File: src/rtl/serial_mag_pkg.sv
// Shared types and defaults for the serial magnitude comparator transmitter.
package serial_mag_pkg;

  // Default word width; legal range is 2..32.
  localparam int DEFAULT_WIDTH = 8;

  // Transfer sequencing: wait for a pair, shift it out, then latch the verdict.
  typedef enum logic [1:0] {
    IDLE    = 2'd0,
    SHIFT   = 2'd1,
    CAPTURE = 2'd2
  } tx_state_t;

endpackage

File: src/rtl/piso_shift.sv
// Parallel-in serial-out register: parallel load, left shift with zero fill,
// MSB presented as the serial bit.
module piso_shift
  import serial_mag_pkg::*;
#(
  parameter int WIDTH = DEFAULT_WIDTH
) (
  input  logic             clock,
  input  logic             reset,
  input  logic             load,
  input  logic             shift_en,
  input  logic [WIDTH-1:0] din,
  output logic             msb
);

  logic [WIDTH-1:0] sreg;

  // Load has priority over shift; zero fill empties the register by the end of a word.
  always_ff @(posedge clock or posedge reset) begin
    // NOTE: sequential state is updated with non-blocking assignments so every
    // flop samples pre-edge values, regardless of process ordering.
    if (reset) begin
      sreg <= '0;
    end else if (load) begin
      sreg <= din;
    end else if (shift_en) begin
      sreg <= {sreg[WIDTH-2:0], 1'b0};
    end
  end

  assign msb = sreg[WIDTH-1];

endmodule

File: src/rtl/serial_mag_tx.sv
// Transmitter/controller for the serial magnitude comparator: accepts a word
// pair, shifts both MSB-first, holds the comparator cleared between words and
// reports the captured gt/lt/eq verdict as a one-cycle pulse.
module serial_mag_tx
  import serial_mag_pkg::*;
#(
  parameter int WIDTH = DEFAULT_WIDTH
) (
  input  logic             clock,
  input  logic             reset,
  input  logic             in_valid,
  output logic             in_ready,
  input  logic [WIDTH-1:0] a_word,
  input  logic [WIDTH-1:0] b_word,
  output logic             a_ser,
  output logic             b_ser,
  output logic             frame,
  output logic             cmp_clear,
  input  logic             gt_in,
  input  logic             lt_in,
  input  logic             eq_in,
  output logic             result_valid,
  output logic             result_gt,
  output logic             result_lt,
  output logic             result_eq
);

  localparam int CW = (WIDTH > 1) ? $clog2(WIDTH) : 1;
  localparam logic [CW-1:0] CNT_LAST = CW'(WIDTH - 1);

  tx_state_t     state, state_nxt;
  logic [CW-1:0] cnt;
  logic          load, shift_en;
  logic          a_msb, b_msb;

  // Words are only sampled while idle; in_valid elsewhere is ignored.
  assign load     = (state == IDLE) && in_valid;
  assign shift_en = (state == SHIFT);

  piso_shift #(.WIDTH(WIDTH)) u_shift_a (
    .clock    (clock),
    .reset    (reset),
    .load     (load),
    .shift_en (shift_en),
    .din      (a_word),
    .msb      (a_msb)
  );

  piso_shift #(.WIDTH(WIDTH)) u_shift_b (
    .clock    (clock),
    .reset    (reset),
    .load     (load),
    .shift_en (shift_en),
    .din      (b_word),
    .msb      (b_msb)
  );

  // State register; reset returns to IDLE so cmp_clear rises with reset.
  always_ff @(posedge clock or posedge reset) begin
    if (reset) begin
      state <= IDLE;
    end else begin
      state <= state_nxt;
    end
  end

  // Next-state logic: IDLE -> SHIFT on handshake, SHIFT for WIDTH cycles, one CAPTURE cycle.
  always_comb begin
    // NOTE: a default assignment first keeps every path assigned, so no latch is inferred.
    state_nxt = state;
    unique case (state)
      IDLE:    if (in_valid) state_nxt = SHIFT;
      SHIFT:   if (cnt == '0) state_nxt = CAPTURE;
      CAPTURE: state_nxt = IDLE;
      default: state_nxt = IDLE;
    endcase
  end

  // Output decode from state and shift-register MSBs only; no input reaches an output.
  always_comb begin
    in_ready  = 1'b0;
    cmp_clear = 1'b0;
    frame     = 1'b0;
    unique case (state)
      IDLE: begin
        in_ready  = 1'b1;
        cmp_clear = 1'b1;
      end
      SHIFT:   frame = 1'b1;
      CAPTURE: ;
      default: begin
        in_ready  = 1'b1;
        cmp_clear = 1'b1;
      end
    endcase
    a_ser = a_msb & frame;
    b_ser = b_msb & frame;
  end

  // Bit counter: loaded with WIDTH-1, counts down through SHIFT and parks at zero.
  always_ff @(posedge clock or posedge reset) begin
    if (reset) begin
      cnt <= '0;
    end else if (load) begin
      cnt <= CNT_LAST;
    end else if (shift_en && (cnt != '0)) begin
      cnt <= cnt - 1'b1;
    end
  end

  // Verdict capture: latch comparator flags verbatim in CAPTURE and pulse result_valid.
  always_ff @(posedge clock or posedge reset) begin
    if (reset) begin
      result_valid <= 1'b0;
      result_gt    <= 1'b0;
      result_lt    <= 1'b0;
      result_eq    <= 1'b1;
    end else if (state == CAPTURE) begin
      result_valid <= 1'b1;
      result_gt    <= gt_in;
      result_lt    <= lt_in;
      result_eq    <= eq_in;
    end else begin
      result_valid <= 1'b0;
    end
  end

endmodule

File: config.mk
export PLATFORM = sky130hd
export DESIGN_NAME = serial_mag_tx
export DESIGN_NICKNAME = d
export VERILOG_FILES = /design/src/rtl/serial_mag_pkg.sv /design/src/rtl/piso_shift.sv /design/src/rtl/serial_mag_tx.sv
export SDC_FILE = /design/constraint.sdc
export NUM_CORES = 1
export LEC_CHECK = 0
export ABC_AREA = 1
export CAP_MARGIN = 20
export CORE_ASPECT_RATIO = 1.1
export CORE_UTILIZATION = 49
export CTS_CLUSTER_SIZE = 20
export DETAILED_ROUTE_END_ITERATION = 8
export PLACE_DENSITY = 0.9
export SETUP_SLACK_MARGIN = 0.2
export SYNTH_ARGS = -nofsm -noshare
export SYNTH_HDL_FRONTEND = slang
export SYNTH_SLANG_ARGS = --single-unit
File: constraint.sdc
create_clock -name clock -period 1.4 [get_ports clock]
set_input_delay 0.28 -clock clock [delete_from_list [all_inputs] [get_ports clock]]
set_output_delay 0.28 -clock clock [all_outputs]
set_load 0.02 [all_outputs]
==> key figures <==
Status
  – Status: finished with violations
  – Failing checks: negative setup slack

Timing
  – Minimum clock period after layout: 1.57 ns
  – Max-Slew Margin vs Limit: 85.7%
  – Final Max Tran Viols: 0
  – Fin. Hold Viols: 0
  – RSZ-0062 raised after global routing: yes
  – FMAX: 0.636 GHz
  – Clock Skew: 0.00929 ns
  – Setup ws final: -0.173 ns
  – Setup violators final: 26
  – Slew @ Worst Pin: 0.214 ns
  – Final period utilization: 112%
  – Fin Setup TNS: -1.89 ns

Synth
  – XOR/XNOR Fraction of Synth Area: 0%
  – Post-Syn Area per Cell: 7.66 µm²
  – Mapped Cells: 177
  – Simple-gate portion of the synthesized area: 33.4%
  – Mux contribution to synthesized area: 0%
  – Yosys synthesis warning count: 0
  – Yosys reg bits: 25
  – Post-synthesis adder-cell area fraction: 6.46%
  – Register area share after synthesis: 46.3%
  – Most frequent cells after synthesis: 76 x nand2_1, 30 x nand3_1, 25 x inv_1, 24 x dfrtp_1, 7 x ha_1
  – Proportion of netlist area held by the largest area contributor: 44.3%
  – Synth cell types: 14
  – Post-Syn Area: 0.00136 mm²
  – Top post-synthesis cells by area: dfrtp_1 44%, nand2_1 21%, nand3_1 11%
  – Largest family of logic cells by synthesized area: simple AND/OR/NAND/NOR gates
  – Number of synthesized flops with an enable pin: 0
  – Most frequent cell after synthesis: nand2_1
  – Area leader, netlist: dfrtp_1
  – Main synth FF type: dfrtp_1
  – Syn nets: 206
  – Asr flop ratio synth: 100%
  – Post-synthesis compound-gate area fraction: 1.11%

Floorplan
  – Core Region: 0.00257 mm²
  – Die area: 0.00298 mm²
  – Die Y: 57.2 µm
  – Die Span X: 52.1 µm
  – Number of top-level pins: 31
  – Site Rows: 19
  – Initial Utilization: 52.8%

Critical path
  – Critical path's slowest cell: dfrtp_1
  – Crit path cell chain: inv_2 > ha_4 > nand2_2 > inv_2 > buf_6
  – Reg-to-Reg Start: state[1]
  – Critical Path AT: 1.29 ns
  – R2r endpoint: u_shift_b.sreg[6]
  – R2R Setup Slk: -0.13 ns
  – Reg2Reg Depth: 10
  – Crit-path max FO: 5
  – Crit path capture: b_ser
  – CP peak stage delay: 0.42 ns
  – CP Capture Type: output pin
  – Startpoint Class: flop
  – Critical Path RT: 1.12 ns
  – CP dominant cell by count: inv_2
  – Kind of critical path: flop to output pin
  – Setup crit start: state[1]

Power
  – Seq pwr share: 27.4%
  – Comb power frac: 65.7%
  – P per Cell Area: 2300 mW/mm²
  – P_int: 2770 µW
  – Clock power frac: 6.9%
  – Worst VDD drop: 1.84 mV
  – Leakage: 0.00115 µW
  – Sw Ratio: 44.5%
  – P_sw: 2220 µW

Global routing
  – Overall routing resource usage: 28.1%
  – Vias in the first global route: 1318
  – First-pass GRT wire length: 6140 µm
  – Initial antenna violation count: 0
  – Largest net degree at the start of global routing: 26
  – Gr ovfl total: 0

Routing
  – Vias: 1341
  – Vias per cell: 5.20
  – Routed wire length: 3950 µm
  – Detailed Route Iter0 Violations: 65
  – First-pass detailed-route iteration total: 5
  – Final ANT Viol Nets: 0
  – Routed length per instance: 15.3 µm
  – # DRC: 0

Finish
  – Fin util: 84.6%
  – Register area: 628 µm²
  – Antenna diode count: 0
  – Fillers: 120
  – Share of cells above drive strength 1: 40.5%
  – Total Nets Final: 257
  – Non-Filler Instances: 258
  – Area Growth Syn to Fin: 60.2%
  – Multi-input logic area: 783 µm²
  – Finished Cell Area: 0.00217 mm²

CTS
  – Clock latency on the worst-skew pair: 0.34 ns
  – Clock Sink Count: 25
  – Clk slew on worst S/H paths: 0.15 ns
  – Clock Path Buffers: 2
  – Clock root buffer master: clkbuf_4
  – H-tree lvl count: 1
  – CTS Buf Count: 3
  – CTS tree: yes

Place
  – Gpl congestion: 0.736
  – Post-DP HPWL: 1990 µm
  – Post-DP Area: 0.00181 mm²
  – PortBufs: 30
  – Placed Cells: 245

Job
  – Max-cap violations: 0

Hold path
  – Hold Path Class: primary input to asynchronous set/reset pin
==> logic make-up (layout without fill, tap and decap cells) <==
logic type      Yosys count  after routing
flops                    25             25
compound gates            3              3
simple gates            108            108
fa+ha+maj                 7              7
buf+inv                  34             84
==> state kept, by name, summed over array words and instances (netlist names) <==
signal and count:
cnt 3, result_gt 1, result_eq 1, state 2
result_lt 1, u_shift_a.sreg 8, u_shift_b.sreg 8, result_valid 1
==> worst max-delay path: cells and delay by family (launching register included) <==
| family | cells | cell delay, ns |
|---|---|---|
| buffers and inverters | 3 | 0.29 |
| DFF | 1 | 0.42 |
| and+or+nand+nor | 1 | 0.06 |
| adders and majority gates | 1 | 0.20 |
==> worst min-delay path by stage <==
stage | start | endpoint | slack, ns | depth (start not counted)
floorplan | reset | cnt[0] | 0.31 | 1
global placement | result_eq | result_eq | 0.46 | 2
detailed placement | result_eq | result_eq | 0.48 | 2
CTS | reset | u_shift_a.sreg[7] | 0.26 | 3
global route | reset | cnt[1] | 0.30 | 3
finish | reset | cnt[1] | 0.24 | 3
==> what timing repair did <==
item / 4_1_cts / 5_1_grt
hold buffers: 0 / 0
gates resized for setup: 101 / 11
pin swaps: 49 / 10
setup endpoints to repair: 32 / 31
buffers inserted: 6 / 2
gates cloned: 1 / 0
==> placed cells by master (no fill, tap or decap), drive strengths merged <==
master,Yosys,layout
clkdlybuf4s50,0,21
dfstp,1,1
inv,26,26
clkbuf,0,3
o21ai,3,3
nand2,78,78
clkinv,0,1
dfrtp,24,24
nand3,30,30
ha,7,7
buf,8,33
==> power by group through the flow <==
stage / combinational (µW) / clock (µW) / sequential, µW
after detailed placement: 2260 / 0 / 1300
after global routing: 3500 / 379 / 1390
after CTS: 2980 / 334 / 1330
after floorplan: 1480 / 0 / 1330
after global placement: 2170 / 0 / 1270
final: 3280 / 346 / 1370
==> through the flow <==
step	total power [µW]	setup slack (ns)	hold WS [ns]
detailed placement	3560	-0.257	0.477
floorplan	2810	0.169	0.307
CTS	4640	-0.160	0.256
global placement	3450	-0.215	0.462
finish	4990	-0.173	0.241
global route	5270	-0.234	0.297
==> cell type report <==
| cell class | instances | share of cell area, % |
|---|---|---|
| inverter | 26 | 5.07 |
| timing repair buffer | 54 | 26.9 |
| tap | 31 | 1.79 |
| sequential | 25 | 28.9 |
| clock buffer | 3 | 1.04 |
| clock inverter | 1 | 0.231 |
| multi-input combinational | 118 | 36.1 |
==> routing by layer <==
metal	vias up	wire [µm]	track usage [%]	share of wire, %
met5	-	0	0	0
met4	0	104	15.4	2.6
met3	13	226	4.27	5.7
met2	55	1950	45.6	49
met1	635	1670	35.5	42
li1	638	-	-	-
No activity file was read; power rests on OpenSTA's default activity.
